[src/rtl/booth_ctrl_if.sv]
// rtl/booth_ctrl_if.sv - booth_ctrl handshake and strobe bundle
interface booth_ctrl_if #(
    parameter int N  = 8,
    parameter int CW = $clog2(N) + 1
);
    logic          start;
    logic          q0;
    logic          q_m1;
    logic          obus_ack;
    logic          c0;
    logic          c1;
    logic          c2;
    logic          c3;
    logic          c4;
    logic          c5;
    logic          c6;
    logic          busy;
    logic          done;
    logic [CW-1:0] cnt;

    // Datapath / bench side: supplies start, Q bits and bus ack, observes strobes
    modport master (
        output start, q0, q_m1, obus_ack,
        input  c0, c1, c2, c3, c4, c5, c6, busy, done, cnt
    );

    // Sequencer side
    modport slave (
        input  start, q0, q_m1, obus_ack,
        output c0, c1, c2, c3, c4, c5, c6, busy, done, cnt
    );
endinterface

[src/rtl/booth_ctrl.sv]
// rtl/booth_ctrl.sv - radix-2 Booth multiply sequencer (optional macro OBUS_HANDSHAKE_EN)
module booth_ctrl #(
    parameter int N  = 8,
    parameter int CW = $clog2(N) + 1
) (
    input  logic         clk,
    input  logic         rst_b,
    booth_ctrl_if.slave  bus
);

    typedef enum logic [3:0] {
        IDLE  = 4'd0,
        INIT  = 4'd1,
        TEST  = 4'd2,
        ADD   = 4'd3,
        SUB   = 4'd4,
        SHIFT = 4'd5,
        OUT_A = 4'd6,
        OUT_Q = 4'd7,
        DONE  = 4'd8
    } state_t;

    state_t        state;
    state_t        state_nxt;
    logic [CW-1:0] cnt_r;
    logic          last_iter;

    logic c0_r, c1_r, c2_r, c3_r, c4_r, c5_r, c6_r, busy_r, done_r;

    // The final shift is the one taken while cnt still reads N-1
    assign last_iter = (cnt_r == CW'(N - 1));

`ifdef OBUS_HANDSHAKE_EN
    logic out_adv;
    assign out_adv = bus.obus_ack;
`else
    logic out_adv;
    logic unused_obus_ack;
    assign out_adv         = 1'b1;
    assign unused_obus_ack = bus.obus_ack;
`endif

    // Next-state selection; Q bits only matter in TEST
    always_comb begin
        state_nxt = state;
        case (state)
            IDLE:    if (bus.start) state_nxt = INIT;
            INIT:    state_nxt = TEST;
            TEST: begin
                case ({bus.q0, bus.q_m1})
                    2'b01:   state_nxt = ADD;
                    2'b10:   state_nxt = SUB;
                    default: state_nxt = SHIFT;
                endcase
            end
            ADD:     state_nxt = SHIFT;
            SUB:     state_nxt = SHIFT;
            SHIFT:   state_nxt = last_iter ? OUT_A : TEST;
            OUT_A:   if (out_adv) state_nxt = OUT_Q;
            OUT_Q:   if (out_adv) state_nxt = DONE;
            DONE:    state_nxt = IDLE;
            default: state_nxt = IDLE;
        endcase
    end

    // State, iteration count and strobes all registered; strobes are decoded
    // from the state being entered so they line up with the state register
    always_ff @(posedge clk or negedge rst_b) begin
        if (!rst_b) begin
            state  <= IDLE;
            cnt_r  <= '0;
            c0_r   <= 1'b0;
            c1_r   <= 1'b0;
            c2_r   <= 1'b0;
            c3_r   <= 1'b0;
            c4_r   <= 1'b0;
            c5_r   <= 1'b0;
            c6_r   <= 1'b0;
            busy_r <= 1'b0;
            done_r <= 1'b0;
        end else begin
            state <= state_nxt;

            if (state == INIT) begin
                cnt_r <= '0;
            end else if (state == SHIFT) begin
                cnt_r <= cnt_r + CW'(1);
            end

            c0_r   <= (state_nxt == INIT);
            c1_r   <= (state_nxt == INIT);
            c2_r   <= (state_nxt == ADD) || (state_nxt == SUB);
            c3_r   <= (state_nxt == SUB);
            c4_r   <= (state_nxt == SHIFT);
            c5_r   <= (state_nxt == OUT_A);
            c6_r   <= (state_nxt == OUT_Q);
            busy_r <= (state_nxt != IDLE);
            done_r <= (state_nxt == DONE);
        end
    end

    assign bus.c0   = c0_r;
    assign bus.c1   = c1_r;
    assign bus.c2   = c2_r;
    assign bus.c3   = c3_r;
    assign bus.c4   = c4_r;
    assign bus.c5   = c5_r;
    assign bus.c6   = c6_r;
    assign bus.busy = busy_r;
    assign bus.done = done_r;
    assign bus.cnt  = cnt_r;

endmodule

[src/flat_wrapper.sv]
// flat-port wrapper written by rule: the top's interface ports become plain ports
module booth_ctrl_flat 
#(
    parameter int N  = 8,
    parameter int CW = $clog2(N) + 1
)
  (clk, rst_b, bus_start, bus_q0, bus_q_m1, bus_obus_ack, bus_c0, bus_c1, bus_c2, bus_c3, bus_c4, bus_c5, bus_c6, bus_busy, bus_done, bus_cnt);
  booth_ctrl_if #(.N(N), .CW(CW)) bus_i ();
  input  logic clk;
  input  logic rst_b;
  input wire logic [$bits(bus_i.start)-1:0] bus_start;
  input wire logic [$bits(bus_i.q0)-1:0] bus_q0;
  input wire logic [$bits(bus_i.q_m1)-1:0] bus_q_m1;
  input wire logic [$bits(bus_i.obus_ack)-1:0] bus_obus_ack;
  output wire logic [$bits(bus_i.c0)-1:0] bus_c0;
  output wire logic [$bits(bus_i.c1)-1:0] bus_c1;
  output wire logic [$bits(bus_i.c2)-1:0] bus_c2;
  output wire logic [$bits(bus_i.c3)-1:0] bus_c3;
  output wire logic [$bits(bus_i.c4)-1:0] bus_c4;
  output wire logic [$bits(bus_i.c5)-1:0] bus_c5;
  output wire logic [$bits(bus_i.c6)-1:0] bus_c6;
  output wire logic [$bits(bus_i.busy)-1:0] bus_busy;
  output wire logic [$bits(bus_i.done)-1:0] bus_done;
  output wire logic [$bits(bus_i.cnt)-1:0] bus_cnt;
  assign bus_i.start = bus_start;
  assign bus_i.q0 = bus_q0;
  assign bus_i.q_m1 = bus_q_m1;
  assign bus_i.obus_ack = bus_obus_ack;
  assign bus_c0 = bus_i.c0;
  assign bus_c1 = bus_i.c1;
  assign bus_c2 = bus_i.c2;
  assign bus_c3 = bus_i.c3;
  assign bus_c4 = bus_i.c4;
  assign bus_c5 = bus_i.c5;
  assign bus_c6 = bus_i.c6;
  assign bus_busy = bus_i.busy;
  assign bus_done = bus_i.done;
  assign bus_cnt = bus_i.cnt;
  booth_ctrl #(.N(N), .CW(CW)) u_core (.clk(clk), .rst_b(rst_b), .bus(bus_i));
endmodule
[config.mk]
export PLATFORM = sky130hd
export DESIGN_NAME = booth_ctrl_flat
export DESIGN_NICKNAME = d
export VERILOG_FILES = /design/src/rtl/booth_ctrl_if.sv /design/src/rtl/booth_ctrl.sv /design/src/flat_wrapper.sv
export SDC_FILE = /design/constraint.sdc
export NUM_CORES = 1
export LEC_CHECK = 0
export ABC_AREA = 1
export BUFFER_PORTS_ARGS = -buffer_cell sky130_fd_sc_hd__buf_2
export CAP_MARGIN = 40
export CORE_MARGIN = 8
export CORE_UTILIZATION = 44
export DETAILED_ROUTE_END_ITERATION = 8
export GPL_TIMING_DRIVEN = 1
export PLACE_DENSITY = 0.7
export SYNTH_ARGS = -nofsm -noshare
export SYNTH_HDL_FRONTEND = slang
export SYNTH_SLANG_ARGS = --single-unit
[constraint.sdc]
create_clock -name clk -period 1.1 [get_ports clk]
set_input_delay 0.11 -clock clk [delete_from_list [all_inputs] [get_ports clk]]
set_output_delay 0.11 -clock clk [all_outputs]
set_load 0.005 [all_outputs]
# Yosys cells after proc, flatten, opt, wreduce, memory -nomap -nowiden
# Index checks and enable logic that the tools add are counted.
[classes] n_addsub=1 n_eq_ne=17 n_mux=6 reduce_logical=5
[op_table] cell="equality test 4 x 3 -> 1 bit, second input constant" n=9
[op_table] cell="case mux 4 bit (7 select lines)" n=1
[op_table] cell="equality test 4 x 2 -> 1 bit, second input constant" n=3
[op_table] cell="two-way mux 4 bit" n=3
[op_table] cell="equality test 4 x 1 -> 1 bit, second input constant" n=2
[op_table] cell="case mux 3 bit (2 select lines)" n=1
[op_table] cell="adder 4 x 1 -> 4 bit, second input constant" n=1
[op_table] cell="equality test 4 bit, second input constant" n=1
[op_table] cell="zero test 4 bit" n=1
[op_table] cell="nonzero test 4 bit" n=1
[op_table] cell="two-way mux 3 bit" n=1
[op_table] cell="equality test 2 x 1 -> 1 bit, second input constant" n=1
[op_table] cell="equality test 2 bit, second input constant" n=1
[op_table] cell="nonzero test 2 bit" n=1
[op_table] cell="OR reduction 2 bit" n=1
[op_table] cell="logical OR 1 bit" n=1
[word_totals] reg_bits=16 out_inout_bits=13 wordCells=39

# Depth between registers and ports, before layout
[depth] depth_word=5 depth_mapped=9

# Worst setup path after synthesis
# Ideal clock, no wire load.
[synth_timing] path_type="reg2reg" start="register u_core.cnt_r[0], in the netlist u_core.bus.cnt[0]" end="register u_core.busy_r, in the netlist u_core.bus.busy" setup_ps=117 arrival_time_ps=1043 t_required_ps=983 path_slack_ps=-60 path_stages_with_launch=8 path_buffers=0 period_less_slack_ps=1160 path_cell_list="dfrtp_1 ha_1 nand2_1 nor2_1 nand3_1 nand3_2 nor2_1 nand2_1"
[synth_between] elab_chain_cells=4
[synth_lines] element="start: declaration" line="booth_ctrl.sv:25" text="logic [CW-1:0] cnt_r;"
[synth_lines] element="start signal: assignment" line="booth_ctrl.sv:87" text="cnt_r <= cnt_r + CW'(1);"
[synth_lines] element="equality test 4 x 3 -> 1 bit" line="booth_ctrl.sv:31" text="assign last_iter = (cnt_r == CW'(N - 1));"
[synth_lines] element="two-way mux 3 bit" line="booth_ctrl.sv:58" text="SHIFT: state_nxt = last_iter ? OUT_A : TEST;"
[synth_lines] element="case mux 4 bit (7 select lines)" line="booth_ctrl.sv:46" text="case (state)"
[synth_lines] element="via u_core.state_nxt[2]" line="booth_ctrl.sv:24" text="state_t state_nxt;"
[synth_lines] element="nonzero test 4 bit" line="booth_ctrl.sv:97" text="busy_r <= (state_nxt != IDLE);"
[synth_lines] element="end signal: assignment" line="booth_ctrl.sv:97"
[synth_lines] element="end: declaration" line="booth_ctrl.sv:28" text="logic c0_r, c1_r, c2_r, c3_r, c4_r, c5_r, c6_r, busy_r, done_r;"
# The timed path passes the listed nets, and every way through them passes these cells.
# A chain may end at the register's enable or synchronous reset.

# Worst setup path after layout
[layout_timing] start="register u_core.state[0]" end="register u_core.c2_r, in the netlist u_core.bus.c2"
[layout_between] elab_chain_cells=5
[layout_lines] element="start: declaration" line="booth_ctrl.sv:23" text="state_t state;"
[layout_lines] element="start signal: assignment" line="booth_ctrl.sv:82" text="state <= state_nxt;"
[layout_lines] element="equality test 4 x 2 -> 1 bit or equality test 4 x 3 -> 1 bit (tied branches)" line="booth_ctrl.sv:46"
[layout_lines] element="OR reduction 2 bit (no line)"
[layout_lines] element="case mux 4 bit (7 select lines) (*)" line="booth_ctrl.sv:46"
[layout_lines] element="equality test 4 x 2 -> 1 bit or equality test 4 x 3 -> 1 bit (tied branches)" line="booth_ctrl.sv:92" text="c2_r <= (state_nxt == ADD) || (state_nxt == SUB);"
[layout_lines] element="logical OR 1 bit (*)" line="booth_ctrl.sv:92"
[layout_lines] element="end signal: assignment" line="booth_ctrl.sv:92"
[layout_lines] element="end: declaration" line="booth_ctrl.sv:28"
# Every way passes the cells marked *; elsewhere a longest branch is shown, timed or not.

==> results.ini <==
[clock_tree]
path_clk_slew_ps=80
htreeDepth=1
tritoncts=yes
cts_buffer_depth=2
clock_tree.root_cell=clkbuf_4
cts_buffers=3
clock_latency_ps=280
clock-sinks=16

[sta]
worst_pin_slew_ps=349
maxSlewViolCount=0
whs_ps=262
finalSetupViolations=9
clock_skew_ps=1.43
rsz0062_at_grt=true
finalCriticalPeriod_ps=1210
hold_violations=0
timing.fmax_ghz=0.826
relSlewSlack_pct=76.7
fin_ws_ps=-111
post-route-period-util_pct=110
fin_tns_setup_ps=-807

[placed_design]
post_dp_cell_area_um2=908
place_congestion=0.896
place_ws_ps=-152
numPortBuffers=17
place_hpwl_um=1160

[power]
p_switching_mw=1.17
comb_power_share_pct=56.4
ir_worst_vdd_uv=1640
pwr-share-seq_pct=33.1
power.density_mw_per_mm2=2620
p_int_mw=1.63
clkPwrFrac_pct=10.5
leakage_nw=0.608
p_sw_share_pct=41.7

[drt]
drtPass1Iterations=4
wl_um=1820
avgRoutedWirePerCell_um=13.4
drtIter0Drc=25
dr_total_vias=681
detail-route-antenna-nets=0
drc=0
routed_via_density=5.01

[setup_path]
rrSetupSlack_ps=-110
cp-start-kind=flip-flop
worst_ep_arrival_time_ps=1390
cp.required_ps=1280
path_max_fanout=4
end_kind=flip-flop
criticalPathCategory=reg -> reg

[yosys]
synth_area_leaders=dfrtp_1 (56%), nand2_1 (11%), inv_1 (8.5%)
yosysTopAreaCellShare_pct=56.3
postSynth.asyncResetShare_pct=100
yosysWarnings=0
syn_area_per_cell_um2=8.56
syn-num-nets=90
netlist_area_um2=711
synth_seq_cells=16
postSynthCellCount=83
synth_edf_count=0
yosys-top-cells-count=nand2_1 (20), dfrtp_1 (16), inv_1 (16)
synth_seq_area_share_pct=56.3
synth_cell_types=15
synth-main-ff-cell=dfrtp_1
post-synth-top-count-cell=nand2_1
yosys.area.top_type=dfrtp_1

[global_routing]
antenna_found_initial=0
overflow=0
met2_usage_pct=17.9
grt_max_degree=17
grt_pass1_vias=624
grt_util_met3_pct=3.88
grt_pass1_wl_um=2540
grtUsageMet1_pct=9.21
grtUsageTotal_pct=9.88
top_usage_layer=met2

[outcome]
violations=negative setup slack
status=complete, but fails checks

[die]
die_width_um=56.2
rows=14
core_area_mm2=0.00151
dieArea_mm2=0.00316
initial_core_util_pct=47.2
die_h_um=56.2
boundaryPins=19

[run]
max_cap_violations=0

[finish]
area_growth_pct=50.2
final_net_count=129
drive_gt1_share_pct=57.5
diodes=0
num-fill-cells=133
multi_input_area_um2=322
seq_area_um2=403
design_area_mm2=0.00107
final_util_pct=70.8

[hold_path]
min_path_type=in -> async

[stage by stage]
step,instances,total power [mW]
after global routing,136,3.02
after CTS,132,2.36
after global placement,128,2.00
after floorplan,83,1.54
final,136,2.80
after detailed placement,128,2.04
[layer usage]
layer / share of wire (%) / vias to the layer above / wire, um
met5: 0 / - / 0
met4: 2.3 / 0 / 41
met3: 6.2 / 7 / 112
met2: 55 / 26 / 993
met1: 37 / 323 / 671
li1: - / 325 / -
[cell families (layout without fill, tap and decap cells)]
kind of cell             after synthesis  count (layout)  synth area share, %
AO/OA/AOI/OAI                          4               4                 3.52
XOR/XNOR                               2               2                 2.47
adder cells (fa/ha/maj)                1               1                 1.76
buffers and inverters                 18              55                 10.0
flip-flops                            16              16                 56.3
AND/OR/NAND/NOR                       42              42                 25.9
[worst paths after layout]
check                             startpoint                 to  cells past startpoint
min in group clk                   bus_start    u_core.state[0]                      5
hold reg to reg            u_core.bus.cnt[0]  u_core.bus.cnt[0]                      2
setup reg to reg             u_core.state[0]      u_core.bus.c2                      7
hold / removal                         rst_b  u_core.bus.cnt[0]                      2
max in group asynchronous              rst_b    u_core.state[0]                      2
setup / recovery             u_core.state[0]      u_core.bus.c2                      7
[power by group through the flow]
stage / Combinational (mW) / Sequential [mW] / Clock [mW]
after floorplan: 0.640 / 0.895 / 0
after global placement: 1.13 / 0.864 / 0
after detailed placement: 1.16 / 0.874 / 0
after CTS: 1.19 / 0.865 / 0.300
after global routing: 1.74 / 0.946 / 0.333
final: 1.58 / 0.927 / 0.294
[critical path, stage by stage, from the launching register on]
cell,delay (ps)
dfrtp_2,470
buf_4,150
nor2_2,90
nand3_2,110
nand2_1,100
nor2_2,60
nand3_2,80
nand2_1,50
[repair_timing]
| action | 4_1_cts | 5_1_grt |
|---|---|---|
| pin swaps | 1 | 13 |
| hold buffers | 1 | 0 |
| gates resized for setup | 2 | 35 |
| endpoints found under the setup margin | 5 | 12 |
| setup buffers | 0 | 5 |
| hold endpoints to repair | 16 | 0 |
[final cells by class]
type	instances	area share, %
flip-flops and latches	16	37.7
multi-input cells	49	30.1
repair buffers	35	21.9
inverters	17	6.21
clock buffers	3	2.11
well taps	16	1.88
[flip-flops by register name, summed over array words and instances, names as in the netlist]
register and flops:
u_core.bus.busy 1, u_core.bus.c0 1, u_core.bus.c2 1, u_core.bus.c3 1
u_core.bus.c4 1, u_core.bus.c5 1, u_core.bus.c6 1, u_core.bus.cnt 4
u_core.bus.done 1, u_core.state 4
[placed cells by master (no fill, tap or decap)]
cell	count
a32o_1	1
buf_2	17
buf_4	14
buf_6	3
clkbuf_4	3
dfrtp_1	14
dfrtp_2	2
dlygate4sd3_1	1
ha_2	1
inv_1	10
inv_2	6
inv_4	1
nand2_1	12
nand2_2	9
nand3_1	5
nand3_2	4
nor2_1	4
nor2_2	3
nor2_4	5
o21ai_1	3
xnor2_2	1
xor2_1	1
Power figures use the tool's default switching activity.
